File: src/rtl/alu_out_stage.sv
// alu_out_stage: registered output stage for a 32-bit adder.
// Holds up to two entries: a main output register and a skid register.
// in_ready depends only on registered state.
// Flags are captured as {N,Z,C,V}. The sticky overflow bit can be cleared.
// Optional macro ALU_OUT_STAGE_CNT_EN adds a saturating count of output transfers.
// When the macro is undefined, xfer_cnt is tied to zero.

module alu_out_stage (
    input  logic        clk,
    input  logic        rst_n,
    input  logic        in_valid,
    output logic        in_ready,
    input  logic [31:0] in_sum,
    input  logic        in_cout,
    input  logic        in_zero,
    input  logic        in_ovf,
    output logic        out_valid,
    input  logic        out_ready,
    output logic [31:0] out_result,
    output logic [3:0]  out_flags,
    output logic        sticky_ovf,
    input  logic        clr_sticky,
    output logic [15:0] xfer_cnt
);

    // state | meaning
    // EMPTY | no entry held
    // ONE   | main register holds the oldest entry
    // FULL  | main holds the oldest entry, skid holds the next one
    typedef enum logic [1:0] {
        EMPTY = 2'd0,
        ONE   = 2'd1,
        FULL  = 2'd2
    } state_t;

    state_t      state;
    state_t      state_nxt;
    logic        accept;
    logic        xfer;
    logic [3:0]  in_flags;
    logic [31:0] skid_result;
    logic [3:0]  skid_flags;

    // Z is passed through from the adder, not recomputed from the sum
    assign in_flags = {in_sum[31], in_zero, in_cout, in_ovf};
    assign accept   = in_valid && in_ready;
    assign xfer     = out_valid && out_ready;

    // State register
    always_ff @(posedge clk) begin
        if (!rst_n) state <= EMPTY;
        else        state <= state_nxt;
    end

    // Next-state logic
    always_comb begin
        state_nxt = state;
        case (state)
            EMPTY:   if (accept) state_nxt = ONE;
            ONE: begin
                if (accept && !xfer)      state_nxt = FULL;
                else if (!accept && xfer) state_nxt = EMPTY;
            end
            FULL:    if (xfer) state_nxt = ONE;
            default: state_nxt = EMPTY;
        endcase
    end

    // Handshake outputs decoded from registered state only
    always_comb begin
        in_ready  = 1'b1;
        out_valid = 1'b0;
        case (state)
            EMPTY:   begin in_ready = 1'b1; out_valid = 1'b0; end
            ONE:     begin in_ready = 1'b1; out_valid = 1'b1; end
            FULL:    begin in_ready = 1'b0; out_valid = 1'b1; end
            default: begin in_ready = 1'b1; out_valid = 1'b0; end
        endcase
    end

    // Main/skid data path; main is written directly whenever it is free or draining
    always_ff @(posedge clk) begin
        if (!rst_n) begin
            out_result  <= 32'h0;
            out_flags   <= 4'h0;
            skid_result <= 32'h0;
            skid_flags  <= 4'h0;
        end else begin
            case (state)
                EMPTY: begin
                    if (accept) begin
                        out_result <= in_sum;
                        out_flags  <= in_flags;
                    end
                end
                ONE: begin
                    if (accept && xfer) begin
                        out_result <= in_sum;
                        out_flags  <= in_flags;
                    end else if (accept) begin
                        skid_result <= in_sum;
                        skid_flags  <= in_flags;
                    end
                end
                FULL: begin
                    if (xfer) begin
                        out_result <= skid_result;
                        out_flags  <= skid_flags;
                    end
                end
                default: ;
            endcase
        end
    end

    // Sticky overflow; a new overflow wins over a simultaneous clear
    always_ff @(posedge clk) begin
        if (!rst_n)                 sticky_ovf <= 1'b0;
        else if (accept && in_ovf)  sticky_ovf <= 1'b1;
        else if (clr_sticky)        sticky_ovf <= 1'b0;
    end

`ifdef ALU_OUT_STAGE_CNT_EN
    logic [15:0] cnt;

    // Saturating output-transfer counter, cleared only by reset
    always_ff @(posedge clk) begin
        if (!rst_n)                        cnt <= 16'h0000;
        else if (xfer && cnt != 16'hFFFF)  cnt <= cnt + 16'h0001;
    end

    assign xfer_cnt = cnt;
`else
    assign xfer_cnt = 16'h0000;
`endif

endmodule

File: config.mk
export PLATFORM = sky130hd
export DESIGN_NAME = alu_out_stage
export DESIGN_NICKNAME = d
export VERILOG_FILES = /design/src/rtl/alu_out_stage.sv
export SDC_FILE = /design/constraint.sdc
export NUM_CORES = 1
export LEC_CHECK = 0
export CAP_MARGIN = 20
export CORE_UTILIZATION = 48
export CTS_CLUSTER_SIZE = 28
export DETAILED_ROUTE_END_ITERATION = 7
export PLACE_DENSITY = 0.8
export SLEW_MARGIN = 20
export SYNTH_ARGS = -nofsm -noshare
export SYNTH_HDL_FRONTEND = slang
export SYNTH_SLANG_ARGS = --single-unit
File: constraint.sdc
create_clock -name clk -period 2 [get_ports clk]
set_input_delay 0.2 -clock clk [delete_from_list [all_inputs] [get_ports clk]]
set_output_delay 0.2 -clock clk [all_outputs]
set_load 0.01 [all_outputs]
; ---- Word-level counts from Yosys, hierarchy flattened
; Index checks and enable logic that the tools add are counted.
[totals]
register_bits = 75
input_bits = 40
output_inout_bits = 55
[classes]
eq_ne = 6
mux = 17
n_bitwise = 1
reduce_logical = 15
[op_table]
columns = cell, count
row1 = $mux 32, 3
row2 = $pmux 32 s3, 1
row3 = $mux 4, 3
row4 = $pmux 4 s3, 1
row5 = $mux 2, 4
row6 = $logic_and 1x1->1, 6
row7 = $ne 2x2->1 const B, 3
row8 = $pmux 2 s3, 1
row9 = $reduce_and 3->1, 2
row10 = $mux 1, 4
row11 = $reduce_and 4->1, 1
row12 = $ne 3x3->1 const B, 1
row13 = $reduce_bool 3->1, 1
row14 = $eq 2x1->1 const B, 1
row15 = $eq 2x2->1 const B, 1
row16 = $logic_not 1->1, 2
row17 = $logic_not 2->1, 1
row18 = $reduce_bool 2->1, 1
row19 = $reduce_or 2->1, 1
row20 = $not 1->1, 1

; ---- Logic depth before layout (Yosys ltp)
[depth]
word_depth = 8
depth_mapped = 8
mapped_depth_nobuf = 6

; ---- Worst setup path after synthesis
; OpenSTA, ideal clock, no wires.
[synth_timing]
path_kind = reg-to-reg
start = reg state[0]
end = reg out_flags[0]
arrival_time_ns = 1.730
required_time_ns = 1.884
slack_ns = 0.154
stages_incl_launch_ff = 8
path_buffers = 1
synth_period_minus_slack_ns = 1.846
cell_sequence = dfxtp_1 -> inv_1 -> ha_1 -> nand2_1 -> o22ai_2 -> clkbuf_1 -> nand3_1 -> o211a_1
[synth_between]
elab_chain_cells = 7
elab_cells_between_ends = 15
classes_between = 5 x eq/ne / 3 x mux / 7 x reduce/logical
[synth_rtl]
columns = item, line
row1 = "start, declared", 36  ; state_t state;
row2 = "start signal, assigned", 52  ; else state <= state_nxt;
row3 = $eq 2x2->1 or $eq 2x1->1 (tied branches), 73  ; case (state)
row4 = $reduce_or 2->1 (no line) *, -
row5 = $mux 1 *, 73
row6 = net out_valid, 17  ; output logic out_valid,
row7 = $logic_and 1x1->1 *, 47  ; assign xfer = out_valid && out_ready;
row8 = $logic_and 1x1->1, 97  ; if (accept && xfer) begin
row9 = $ne 2x2->1 (no line), -
row10 = $reduce_and 4->1 (no line) *, -
row11 = "end signal, assigned", 93  ; out_flags <= in_flags;
row12 = "end signal, assigned", 99  ; out_flags <= in_flags;
row13 = "end signal, assigned", 108  ; out_flags <= skid_flags;
row14 = "end, declared", 20  ; output logic [3:0] out_flags,
; Mark *: on every way through the listed nets, which the timed path passes. The rest lies on a longest branch.
; A chain may end at the register's enable or synchronous reset.

; ---- Worst setup path in the final report
[layout_timing]
start = reg state[0]
end = out in_ready
[layout_between]
elab_chain_cells = 2
[layout_rtl]
columns = item, line
row1 = $eq 2x2->1, 73
row2 = $mux 1, 73
row3 = "end, declared", 12  ; output logic in_ready,
; No other way between the ends.

==> reports/summary.txt <==
Placed Area: 0.00424 mm^2
post-cts sizing count: 3
Clock Tree Buf Depth: 2
Clock H-tree levels: 3
drt first-iter violations: 100
Peak Freq: 549 MHz
synth unique cells: 25
main combinational cell family by area after synthesis: compound AO/OA/AOI/OAI gates
CTS tree: done
Setup CP Type: reg2out
clk root buf: clkbuf_8
largest net degree at the start of global routing: 56
Die X: 86 um
PortBufs: 78
total power: 6.14 mW
Reg2Reg Setup Slack: 0.19 ns
share of the synthesized area in the top cell type: 0.431
number of core rows: 30
Synth top cells by count: 73 x dfxtp_1, 73 x nand2_1, 37 x mux2i_1
clock sinks: 73
Layout Cells excl Fill: 539
crit path DAT: 1.62 ns
via count: 2837
Cell Area, Synth: 0.00339 mm^2
Clock Skews: 0.00510 ns
Fin Hold WS: 0.282 ns
CP max FO: 4
GRT Overall Usage: 0.222
Compound-Gate Fraction of Synth Area: 0.200
RSZ-0062 raised after global routing: false
Num CTS Buffers: 9
final net count: 484
I/O pins: 95
Mapped Cells: 365
Initial DRT Pass Iterations: 4
# diodes: 0
Slew Viols, Final: 0
ys flop type: dfxtp_1
postcts setup bufs: 0
Hold Path Class: in2reg
power density cells: 1370 mW/mm^2
mux contribution to synthesized area: 0.109
die height: 86 um
Post-Synth XOR/XNOR Area: 0
crit path time final: 1.82 ns
Worst Path Required: 1.80 ns
dpl cells: 524
worst skew pair latency: 0.34 ns
Yosys Warn Count: 0
setup total negative slack: 0 ns
Detailed Place HPWL: 5150 um
Vias/cell: 5.26
Yosys reg bits: 73
Max-Cap Viols: 0
Fin. Hold Viols: 0
post-synth top area cell: dfxtp_1
Avg Cell Area, Syn: 9.28 um^2
DR WL/cell: 14.5 um
Overflow after GRT: 0
clock-pin slew on the worst setup and hold paths: 0.08 ns
final wirelength: 7810 um
register area share after synthesis: 0.431
Post-synth EDFFs: 0
synth-to-layout area growth: 32.0%
Async SR Flop Fraction: 0
CP Capture Type: output pin
Worst VDD drop: 0.790 mV
Core Box Area: 0.00679 mm^2
share of cells above drive strength 1: 0.0858
initial antenna violation count: 0
CP Launch Type: flip-flop
Final ANT Viol Nets: 0
# hold bufs at CTS: 0
final worst-path cycle share: 0.912
run status: finished clean
Finish-stage setup viols: 0
DR DRC count: 0
design area: 0.00447 mm^2
Final GP Congestion: 0.807
area of the die: 0.00740 mm^2
global-route wire length before repair: 12800 um
Fillers: 575
Lkg Pwr: 1.91 nW
number of global-route vias before repair: 2773
initial core utilization: 0.499
Post-Synth Adder-Cell Area: 0.0185
synth top area cells: dfxtp_1 43%, mux2i_1 11%, o211a_1 10%, nand2_1 8.1%, a21boi_0 7.8%
post-synthesis simple-gate area fraction: 0.152
==> through the flow <==
step / utilization / worst slack (ns)
CTS: 0.658 / 0.170
global placement: 0.624 / 0.217
detailed placement: 0.624 / 0.155
global route: 0.658 / 0.0196
finish: 0.658 / 0.177
floorplan: - / 0.154
==> layout by cell type, fill, tap and decap left out, types with 2 or more instances in the layout <==
master	count
o211a_1	35
buf_12	3
nor2b_1	3
buf_4	13
nand3_1	35
nor2_1	2
bufinv_16	2
inv_1	6
dfxtp_2	2
mux2i_1	37
nand2b_1	3
nand2_1	73
conb_1	16
dfxtp_1	71
nand3b_1	2
a21oi_4	2
clkdlybuf4s50_1	76
ha_1	4
a21boi_0	35
clkbuf_8	11
==> layer usage <==
metal / vias up / routed length, um / GRT usage
met3: 8 / 423 / 0.0606
li1: 1378 / - / -
met4: 0 / 70 / 0.0818
met1: 1352 / 3540 / 0.271
met2: 99 / 3780 / 0.373
met5: - / 0 / 0
==> power by group <==
| part | total (mW) | internal (mW) | switching, mW |
|---|---|---|---|
| Clock | 1.31 | 0.766 | 0.540 |
| Combinational | 2.67 | 1.35 | 1.31 |
| Sequential | 2.17 | 1.91 | 0.264 |
==> area by class of cell <==
class / instances / area [um^2] / share of cell area
Tap cell: 96 / 120 / 0.0269
Clock buffer: 11 / 151 / 0.0339
Clock inverter: 4 / 76.3 / 0.0171
Inverter: 6 / 22.5 / 0.00504
Timing Repair Buffer: 94 / 932 / 0.209
Multi-Input combinational cell: 255 / 1700 / 0.381
Sequential cell: 73 / 1460 / 0.328
==> sequential cells by signal, summed over array words and instances, names as in the netlist <==
register and cells:
state 2, out_result 32, out_flags 3, sticky_ovf 1, skid_flags 4, skid_result 31
==> critical path, stage by stage (launching register included) <==
cell             delay [ns]
dfxtp_2                0.36
inv_1                  0.08
ha_1                   0.21
inv_1                  0.09
clkdlybuf4s50_1        0.54
==> worst paths after layout <==
path              cells past startpoint      startpoint             end
hold / removal                        2           rst_n  out_result[31]
setup / recovery                      4        state[0]        in_ready
setup reg to reg                      7        state[0]        state[0]
hold reg to reg                       2  skid_result[7]  skid_result[7]
==> cell families (layout without fill, tap and decap cells) <==
| family | after synthesis | after routing |
|---|---|---|
| fa+ha+maj | 5 | 5 |
| other cells | 1 | 16 |
| mux | 37 | 37 |
| flops | 73 | 73 |
| compound gates | 78 | 78 |
| simple gates | 119 | 119 |
| buf+inv | 52 | 115 |
(Power assumes the default switching activity.)
